**src/rtl/order_book_pkg.sv**
```systemverilog
// Shared constants, requester indices and FSM state type for the order RAM arbiter.
package order_book_pkg;

  localparam int ADDR_W = 12;
  localparam int DATA_W = 48;

  localparam int REQ_INSERT = 0;
  localparam int REQ_CANCEL = 1;
  localparam int REQ_SCAN   = 2;

  typedef enum logic [1:0] {
    ST_IDLE  = 2'd0,
    ST_OWN   = 2'd1,
    ST_DRAIN = 2'd2
  } arb_state_t;

  function automatic logic [1:0] onehot_idx(input logic [2:0] oh);
    if (oh[REQ_SCAN])        onehot_idx = 2'(REQ_SCAN);
    else if (oh[REQ_CANCEL]) onehot_idx = 2'(REQ_CANCEL);
    else                     onehot_idx = 2'(REQ_INSERT);
  endfunction

endpackage

```
**src/rtl/order_ram_arbiter_rr_pick3.sv**
```systemverilog
// Combinational round-robin pick among three requesters, searching from last_winner+1.
module rr_pick3
  import order_book_pkg::*;
(
  input  logic [2:0] i_req,
  input  logic [1:0] i_last_winner,
  output logic [2:0] o_winner
);

  logic [2:0] w_rot;
  logic [2:0] w_sel;

  // Rotate so bit 0 is the first candidate, priority-encode, rotate back.
  always_comb begin
    w_rot    = i_req;
    w_sel    = 3'b000;
    o_winner = 3'b000;
    case (i_last_winner)
      2'd0:    w_rot = {i_req[0], i_req[2], i_req[1]};
      2'd1:    w_rot = {i_req[1], i_req[0], i_req[2]};
      default: w_rot = i_req;
    endcase
    if (w_rot[0])      w_sel = 3'b001;
    else if (w_rot[1]) w_sel = 3'b010;
    else if (w_rot[2]) w_sel = 3'b100;
    case (i_last_winner)
      2'd0:    o_winner = {w_sel[1], w_sel[0], w_sel[2]};
      2'd1:    o_winner = {w_sel[0], w_sel[2], w_sel[1]};
      default: o_winner = w_sel;
    endcase
  end

endmodule

```
**src/rtl/order_ram_arbiter.sv**
```systemverilog
// Three-way single-port order RAM arbiter with round-robin ownership and 1-cycle read return.
// Define ORDER_RAM_ARB_WDOG_EN to bound ownership to WDOG_CYCLES with a forced revoke.
//
// state    | meaning
// ST_IDLE  | no owner; pick a round-robin winner when any req is high
// ST_OWN   | owner's slices drive the RAM while its req stays high
// ST_DRAIN | one cycle after release/revoke; final rvalid delivered, no grant
module order_ram_arbiter
  import order_book_pkg::*;
#(
  parameter int ADDR_W      = order_book_pkg::ADDR_W,
  parameter int DATA_W      = order_book_pkg::DATA_W,
  parameter int WDOG_CYCLES = 64
) (
  input  logic                  clk,
  input  logic                  rst,
  input  logic [2:0]            req,
  input  logic [3*ADDR_W-1:0]   addr_in,
  input  logic [3*DATA_W-1:0]   wdata_in,
  input  logic [2:0]            we_in,
  output logic [2:0]            gnt,
  output logic [2:0]            rvalid,
  output logic [DATA_W-1:0]     rdata,
  output logic [ADDR_W-1:0]     ram_addr,
  output logic [DATA_W-1:0]     ram_wdata,
  output logic                  ram_we,
  input  logic [DATA_W-1:0]     ram_rdata,
  output logic                  wdog_flag
);

  arb_state_t r_state, w_state_nxt;
  logic [2:0] r_gnt, w_gnt_nxt, w_pick;
  logic [1:0] r_last, w_last_nxt;
  logic [2:0] r_rvalid;
  logic       w_owner_req;
  logic       w_revoke;
  logic       w_grant;

  rr_pick3 u_pick (
    .i_req         (req),
    .i_last_winner (r_last),
    .o_winner      (w_pick)
  );

  assign w_owner_req = |(r_gnt & req);

`ifdef ORDER_RAM_ARB_WDOG_EN
  localparam int HOLD_W = $clog2(WDOG_CYCLES + 1);
  logic [HOLD_W-1:0] r_hold;
  logic              r_wdog;

  // Down-counter loaded at grant; terminal count on the last permitted OWN cycle.
  always_ff @(posedge clk or negedge rst) begin
    if (!rst) begin
      r_hold <= '0;
      r_wdog <= 1'b0;
    end else begin
      r_wdog <= w_revoke;
      if (w_grant)
        r_hold <= HOLD_W'(WDOG_CYCLES - 1);
      else if (r_state == ST_OWN && r_hold != '0)
        r_hold <= r_hold - 1'b1;
    end
  end

  assign w_revoke  = (r_state == ST_OWN) && (r_hold == '0) && w_owner_req;
  assign wdog_flag = r_wdog;
`else
  // Hold limit parameter has no effect in this build; ownership is unbounded.
  assign w_revoke  = (WDOG_CYCLES < 0);
  assign wdog_flag = 1'b0;
`endif

  always_comb begin
    w_state_nxt = r_state;
    w_gnt_nxt   = r_gnt;
    w_last_nxt  = r_last;
    w_grant     = 1'b0;
    case (r_state)
      ST_IDLE: begin
        if (|req) begin
          w_gnt_nxt   = w_pick;
          w_last_nxt  = onehot_idx(w_pick);
          w_state_nxt = ST_OWN;
          w_grant     = 1'b1;
        end
      end
      ST_OWN: begin
        if (!w_owner_req || w_revoke) begin
          w_gnt_nxt   = 3'b000;
          w_state_nxt = ST_DRAIN;
        end
      end
      default: begin
        w_gnt_nxt   = 3'b000;
        w_state_nxt = ST_IDLE;
      end
    endcase
  end

  always_ff @(posedge clk or negedge rst) begin
    if (!rst) begin
      r_state  <= ST_IDLE;
      r_gnt    <= 3'b000;
      r_last   <= 2'(REQ_SCAN);
      r_rvalid <= 3'b000;
    end else begin
      r_state  <= w_state_nxt;
      r_gnt    <= w_gnt_nxt;
      r_last   <= w_last_nxt;
      r_rvalid <= (r_state == ST_OWN) ? (r_gnt & ~we_in) : 3'b000;
    end
  end

  always_comb begin
    ram_addr  = '0;
    ram_wdata = '0;
    ram_we    = 1'b0;
    for (int k = 0; k < 3; k++) begin
      if (r_state == ST_OWN && r_gnt[k]) begin
        ram_addr  = addr_in[k*ADDR_W +: ADDR_W];
        ram_wdata = wdata_in[k*DATA_W +: DATA_W];
        ram_we    = we_in[k];
      end
    end
  end

  assign gnt    = r_gnt;
  assign rvalid = r_rvalid;
  assign rdata  = (|r_rvalid) ? ram_rdata : '0;

endmodule

```
**config.mk**
```make
export PLATFORM = sky130hd
export DESIGN_NAME = order_ram_arbiter
export DESIGN_NICKNAME = d
export VERILOG_FILES = /design/src/rtl/order_book_pkg.sv /design/src/rtl/order_ram_arbiter_rr_pick3.sv /design/src/rtl/order_ram_arbiter.sv
export SDC_FILE = /design/constraint.sdc
export NUM_CORES = 1
export LEC_CHECK = 0
export CAP_MARGIN = 0
export CORE_AREA = 2 2 136 138
export CTS_CLUSTER_SIZE = 14
export DETAILED_ROUTE_END_ITERATION = 10
export DIE_AREA = 0 0 138 140
export HOLD_SLACK_MARGIN = 0.1
export SETUP_SLACK_MARGIN = 0.2
export SYNTH_ARGS = -nofsm -noshare
export SYNTH_HDL_FRONTEND = slang
export SYNTH_SLANG_ARGS = --single-unit
```
**constraint.sdc**
```tcl
create_clock -name clk -period 3.9 [get_ports clk]
set_clock_uncertainty 0.15 [all_clocks]
set_input_delay 0.78 -clock clk [delete_from_list [all_inputs] [get_ports clk]]
set_output_delay 0.78 -clock clk [all_outputs]
set_load 0.005 [all_outputs]
```
# Word-level counts from Yosys, hierarchy flattened

Index checks and enable logic that the tools add are counted.

Bits in registers: 10
Output and inout port bits: 116
Logic and storage cells: 45

Equal/unequal tests: 4
Multiplexer cells: 24
Bitwise operators: 3
Reduce and logical (&&, ||, !) cells: 10

Operator list:

| cell                                           | number |
|---|---|
| 2-to-1 mux 48 bit                              | 4 |
| 2-to-1 mux 12 bit                              | 3 |
| 2-to-1 mux 3 bit                               | 6 |
| one-hot mux 3 bit (2 select lines)             | 3 |
| OR reduction 3 bit                             | 3 |
| AND 3 bit                                      | 2 |
| 2-to-1 mux 2 bit                               | 3 |
| == test 2 x 1 -> 1 bit (second input constant) | 2 |
| logical NOT 2 bit                              | 2 |
| 2-to-1 mux 1 bit                               | 4 |
| inequality test 2 bit (second input constant)  | 2 |
| one-hot mux 2 bit (2 select lines)             | 1 |
| AND reduction 2 bit                            | 2 |
| logical AND 1 bit                              | 3 |
| inverter 3 bit                                 | 1 |

# Longest topological paths before layout

Depth after elaboration: 8
Gate-level depth with buffers: 6

# Cells and area by module

From an unflattened synthesis, not the netlist that was laid out.

Cells, all modules: 316
Area, all modules: 2,452.4 sq um

By module, submodules not included:

| module            | times used | cells an instance | area each (sq um) | seq. area each (sq um) |
|---|---|---|---|---|
| order_ram_arbiter | 1          | 306               | 2,378.5           | 251.5 |
| rr_pick3          | 1          | 10                | 73.8              | 0.0 |

# Worst setup path after synthesis

OpenSTA, ideal clock, no wires.

Path kind: reg2out
Start: reg r_gnt[1], in the netlist gnt[1]
End: out ram_addr[0]
Arrival time: 1.252 ns
Setup slack: 1.718 ns
Stages on the path, launching flop included: 6
Buffers on the path: 2
Cell sequence: dfrtp_1 nor4bb_1 buf_4 buf_12 a221oi_2 nor2_1

Longest elaborated chain between the ends: 3

Ends and longest elaborated chain:

| item                           | RTL line                 | RTL |
|---|---|---|
| from (decl)                    | order_ram_arbiter.sv:32  | `logic [2:0] r_gnt, w_gnt_nxt, w_pick;` |
| from (signal assigned)         | order_ram_arbiter.sv:109 | `r_gnt <= w_gnt_nxt;` |
| logical AND 1 bit              | order_ram_arbiter.sv:120 | `if (r_state == ST_OWN && r_gnt[k]) begin` |
| 2-to-1 mux 12 bit (2 in a row) | order_ram_arbiter.sv:120 |  |
| to (decl)                      | order_ram_arbiter.sv:24  | `output logic [ADDR_W-1:0] ram_addr,` |

Every way passes these cells.

# Worst setup path in the final report

Start: reg r_state[1]
End: out ram_addr[11]

Longest elaborated chain between the ends: 5
Elaborated cells on any way between the ends: 7
Classes of those cells: eq/ne: 1; mux: 3; reduce/logical: 3

Ends and longest elaborated chain:

| item                           | RTL line                 | RTL |
|---|---|---|
| from (decl)                    | order_ram_arbiter.sv:31  | `arb_state_t r_state, w_state_nxt;` |
| from (signal assigned)         | order_ram_arbiter.sv:108 | `r_state <= w_state_nxt;` |
| == test 2 x 1 -> 1 bit (*)     | order_ram_arbiter.sv:120 |  |
| logical AND 1 bit              | order_ram_arbiter.sv:120 |  |
| 2-to-1 mux 12 bit (2 in a row) | order_ram_arbiter.sv:120 |  |
| 2-to-1 mux 12 bit (*)          | order_ram_arbiter.sv:120 |  |

Every way passes the cells marked *; elsewhere a longest branch is shown, timed or not.

==> run summary <==
The flow ran to the end, and the final reports show no timing, DRC or antenna violations. The power share of the combinational group came out at 0.808. Effective utilization at floorplan: 0.1395. Yosys mapped a number of flops with a built-in enable equal to 0. The highest clock rate is 289.6 MHz. The number of antenna diodes in the final layout is 0. After technology mapping, the gate count stands at 313. The TritonCTS sink count is 10, and the number of slew-limit violations in the final report is 0.

Together, buffers and inverters on the worst path number 2. Hold timing on the final database bottoms out at a slack of 0.3813 ns. The count of antenna-violating nets left after detailed routing was 0; the number of H-tree levels was 1. The peak per-stage delay on the critical path was 0.66 ns.

The fill cell instance count of the final layout was 1,842. Setup repair after global routing left no endpoint under its margin. Across the VDD grid, the largest voltage drop is 0.2107 mV. The path class of the tightest hold or removal check is reg -> reg. The total number of vias is 3,568. The top cell types in the final layout, fill and taps aside, are 350 x sky130_fd_sc_hd__clkdlybuf4s50_1, 124 x sky130_fd_sc_hd__nor2_1, 60 x sky130_fd_sc_hd__a221oi_2.

The most common library cell in the layout ignoring fill and taps was sky130_fd_sc_hd__clkdlybuf4s50_1. The period utilization was 0.8854; the length in cells of the worst reg-to-reg path was 2. Each instance of the synthesized netlist takes up on average 7.927 um^2. The critical path start-end classification was reg -> out. The max-cap check violation count came out at 0.

For the relative contribution of the clock network to total power, the log shows 0.095. The slowest stage of the critical path belongs to the cell sky130_fd_sc_hd__and3b_4. The worst hold path begins at r_last[0]$_DFFE_PN0P_.

For the part of the total power dissipated in sequential elements, the log shows 0.098. The logs give 33 for the number of distinct library cells after synthesis and 352 for the top-level I/O count. Once the clock tree was built, the setup fixing pass inserted 0 buffers.

The tools report the overall fraction of global-route tracks in use as 0.1322. Ranked by total cell area, the synthesized netlist is headed by sky130_fd_sc_hd__a221oi_2 36%, sky130_fd_sc_hd__nor2_1 19%, sky130_fd_sc_hd__nor2b_1 13%, sky130_fd_sc_hd__dfrtp_1 9.1%, sky130_fd_sc_hd__buf_12 4.8%. Summed over all failing endpoints, the final setup total negative slack is 0 ns.

The hold buffer count at CTS is 0, and the wire length of the first global-routing pass is 21,020 um. STA classifies the critical path startpoint as a flip-flop. Counting along the longest clock path gives a buffer depth of 2.

Switching share of power: 0.3612. The first TritonRoute pass finished after 4 iterations. For the share of the yosys chip area belonging to registers, the log shows 0.1014. The clock period minus worst slack came out at 3.453 ns.

The maximum net fanout on the critical path was 22. After global routing the overflow that remains totals 0. The count of buffers added on input and output ports is 350. After detailed routing, the average wire length per cell comes to 15.65 um. The core region is 0.01778 mm^2. The tools report the CTS root buffer as sky130_fd_sc_hd__clkbuf_16. The via count of the first global-routing pass came out at 3,558. The die is 138 um wide. Once the clock tree was built, the resizer swapped 0 gates to a different size. The critical path crosses 5 cells after its start point.

The share of synthesized registers carrying an async set or reset is 1.000. Compared with the post-synthesis result, the final layout area differs by 150.0%. The net count after synthesis came out at 549. Entering global routing, the biggest net connects 49 pins.

The number of cells traversed by the worst hold path is 1. The leakage dissipation was 2.210 nW. The share of layout cells above drive strength 1 is 0.1246, and the critical path arrival is 2.52 ns. Summing all multi-input logic gate instances after layout gives 0.001921 mm^2. The flip-flop and latch count after synthesis came out at 10. For this design the total switching power over the nets is 0.7577 mW. The data required time of the worst path is 2.97 ns, and the final layout net count is 879.

Routability congestion estimate: 0.7814. The die is 140 um tall. Wires add up to 13,630 um. For this run, the leading register cell type out of synthesis is sky130_fd_sc_hd__dfrtp_1.

The worst-skew pair later-pin latency is 0.23 ns. After clock tree synthesis, the clock-pin slew on the worst setup and hold paths is 0.04 ns. For the number of setup violations in the final report, the log shows 0. The start point of the critical path was r_state[1]$_DFFE_PN0P_. Traced cell by cell, the critical path runs through and3b_4 > buf_4 > a221oi_1 > nor2_1 > clkdlybuf4s50_1.

The area fraction of the dominant cell type after synthesis is 0.3631. The worst setup path is captured at an output port. The run gives 11,010 um as the placed wire-length estimate. The number of failing hold endpoints at the final stage was 0; the cell area after synthesis was 0.002481 mm^2. The total area of sequential cells was 251.5 um^2. The tools report the initial antenna violation count as 0. The total clock buffers created by CTS came out at 3. Origin of the critical flop-to-flop path: r_state[1]$_DFFE_PN0P_. Residual DRC count: 0. The detailed router finished its first iteration with 111 violations.

sky130_fd_sc_hd__a221oi_2 takes more of the synthesized area than any other cell. The number of standard-cell rows in the floorplan is 49. Kind of cell with the highest combined delay on the critical path: buffers and inverters.

The die covers 0.01932 mm^2. For the number of warning messages in the yosys log, the log shows 0. TritonCTS built the clock tree.

The total power per unit cell area is 338.2 mW/mm^2, and the average vias per placed instance is 4.096. The internal power summed over all cells came out at 1.340 mW.
==> per-stage QoR <==
step | worst slack (ns) | area [um^2] | power (mW) | util | std cells
floorplan | 1.718 | 2481 | 0.9687 | - | 313
CTS | 0.4086 | 6203 | 2.128 | 0.3489 | 871
global placement | 0.6780 | 6115 | 1.914 | 0.3439 | 867
detailed placement | 0.6598 | 6115 | 1.916 | 0.3439 | 867
finish | 0.4471 | 6203 | 2.098 | 0.3489 | 871
global route | 0.3050 | 6203 | 2.263 | 0.3489 | 871
==> power groups by stage <==
stage	logic, mW	clock network (mW)	registers, mW
after floorplan	0.802	0	0.167
after global placement	1.71	0	0.203
after detailed placement	1.71	0	0.205
after CTS	1.72	0.204	0.204
after global routing	1.84	0.211	0.214
final	1.69	0.199	0.205
==> cell usage after synthesis (all sizes together) (2+ instances only) <==
library cell	number
dfrtp	9
buf	27
a21oi	2
nand2	2
a211oi	2
nor2b	51
and3b	3
clkbuf	8
a221oi	61
inv	4
o21ai	2
nor2	124
o32ai	3
==> cells by family after synthesis <==
family / after synthesis / synth area share
AOI/OAI and AO/OA: 74 / 0.4049
buffers and inverters: 39 / 0.1357
DFF: 10 / 0.1014
muxes: 1 / 0.004538
other: 1 / 0.001511
and+or+nand+nor: 188 / 0.3520
==> area by class of cell <==
cell class / instances / area share
Timing Repair Buffer: 360 / 0.5869
Multi-Input combinational cell: 264 / 0.3096
Tap cell: 229 / 0.04619
Sequential cell: 10 / 0.04054
Clock buffer: 4 / 0.01432
Inverter: 4 / 0.002420
==> final timing paths <==
check	to	slack (ns)
hold reg to reg	r_last[0]$_DFFE_PN0P_	0.38
max in group asynchronous	r_last[1]$_DFFE_PN1P_	2.57
hold / removal	r_last[0]$_DFFE_PN0P_	0.38
setup reg to reg	rvalid[1]$_DFF_PN0_	2.26
min in group asynchronous	rvalid[0]$_DFF_PN0_	0.70
setup / recovery	ram_addr[11]	0.45
==> routing by layer <==
metal  part of all wire  track usage
met1               0.44       0.1754
met2               0.49       0.2311
met3              0.063      0.02496
met4             0.0058      0.01289
met5                  0            0
==> sequential cells by signal (all words and copies together) (netlist names) <==
register	cells
r_last	2
gnt	3
rvalid	3
r_state	2
No activity file was read; power rests on OpenSTA's default activity.
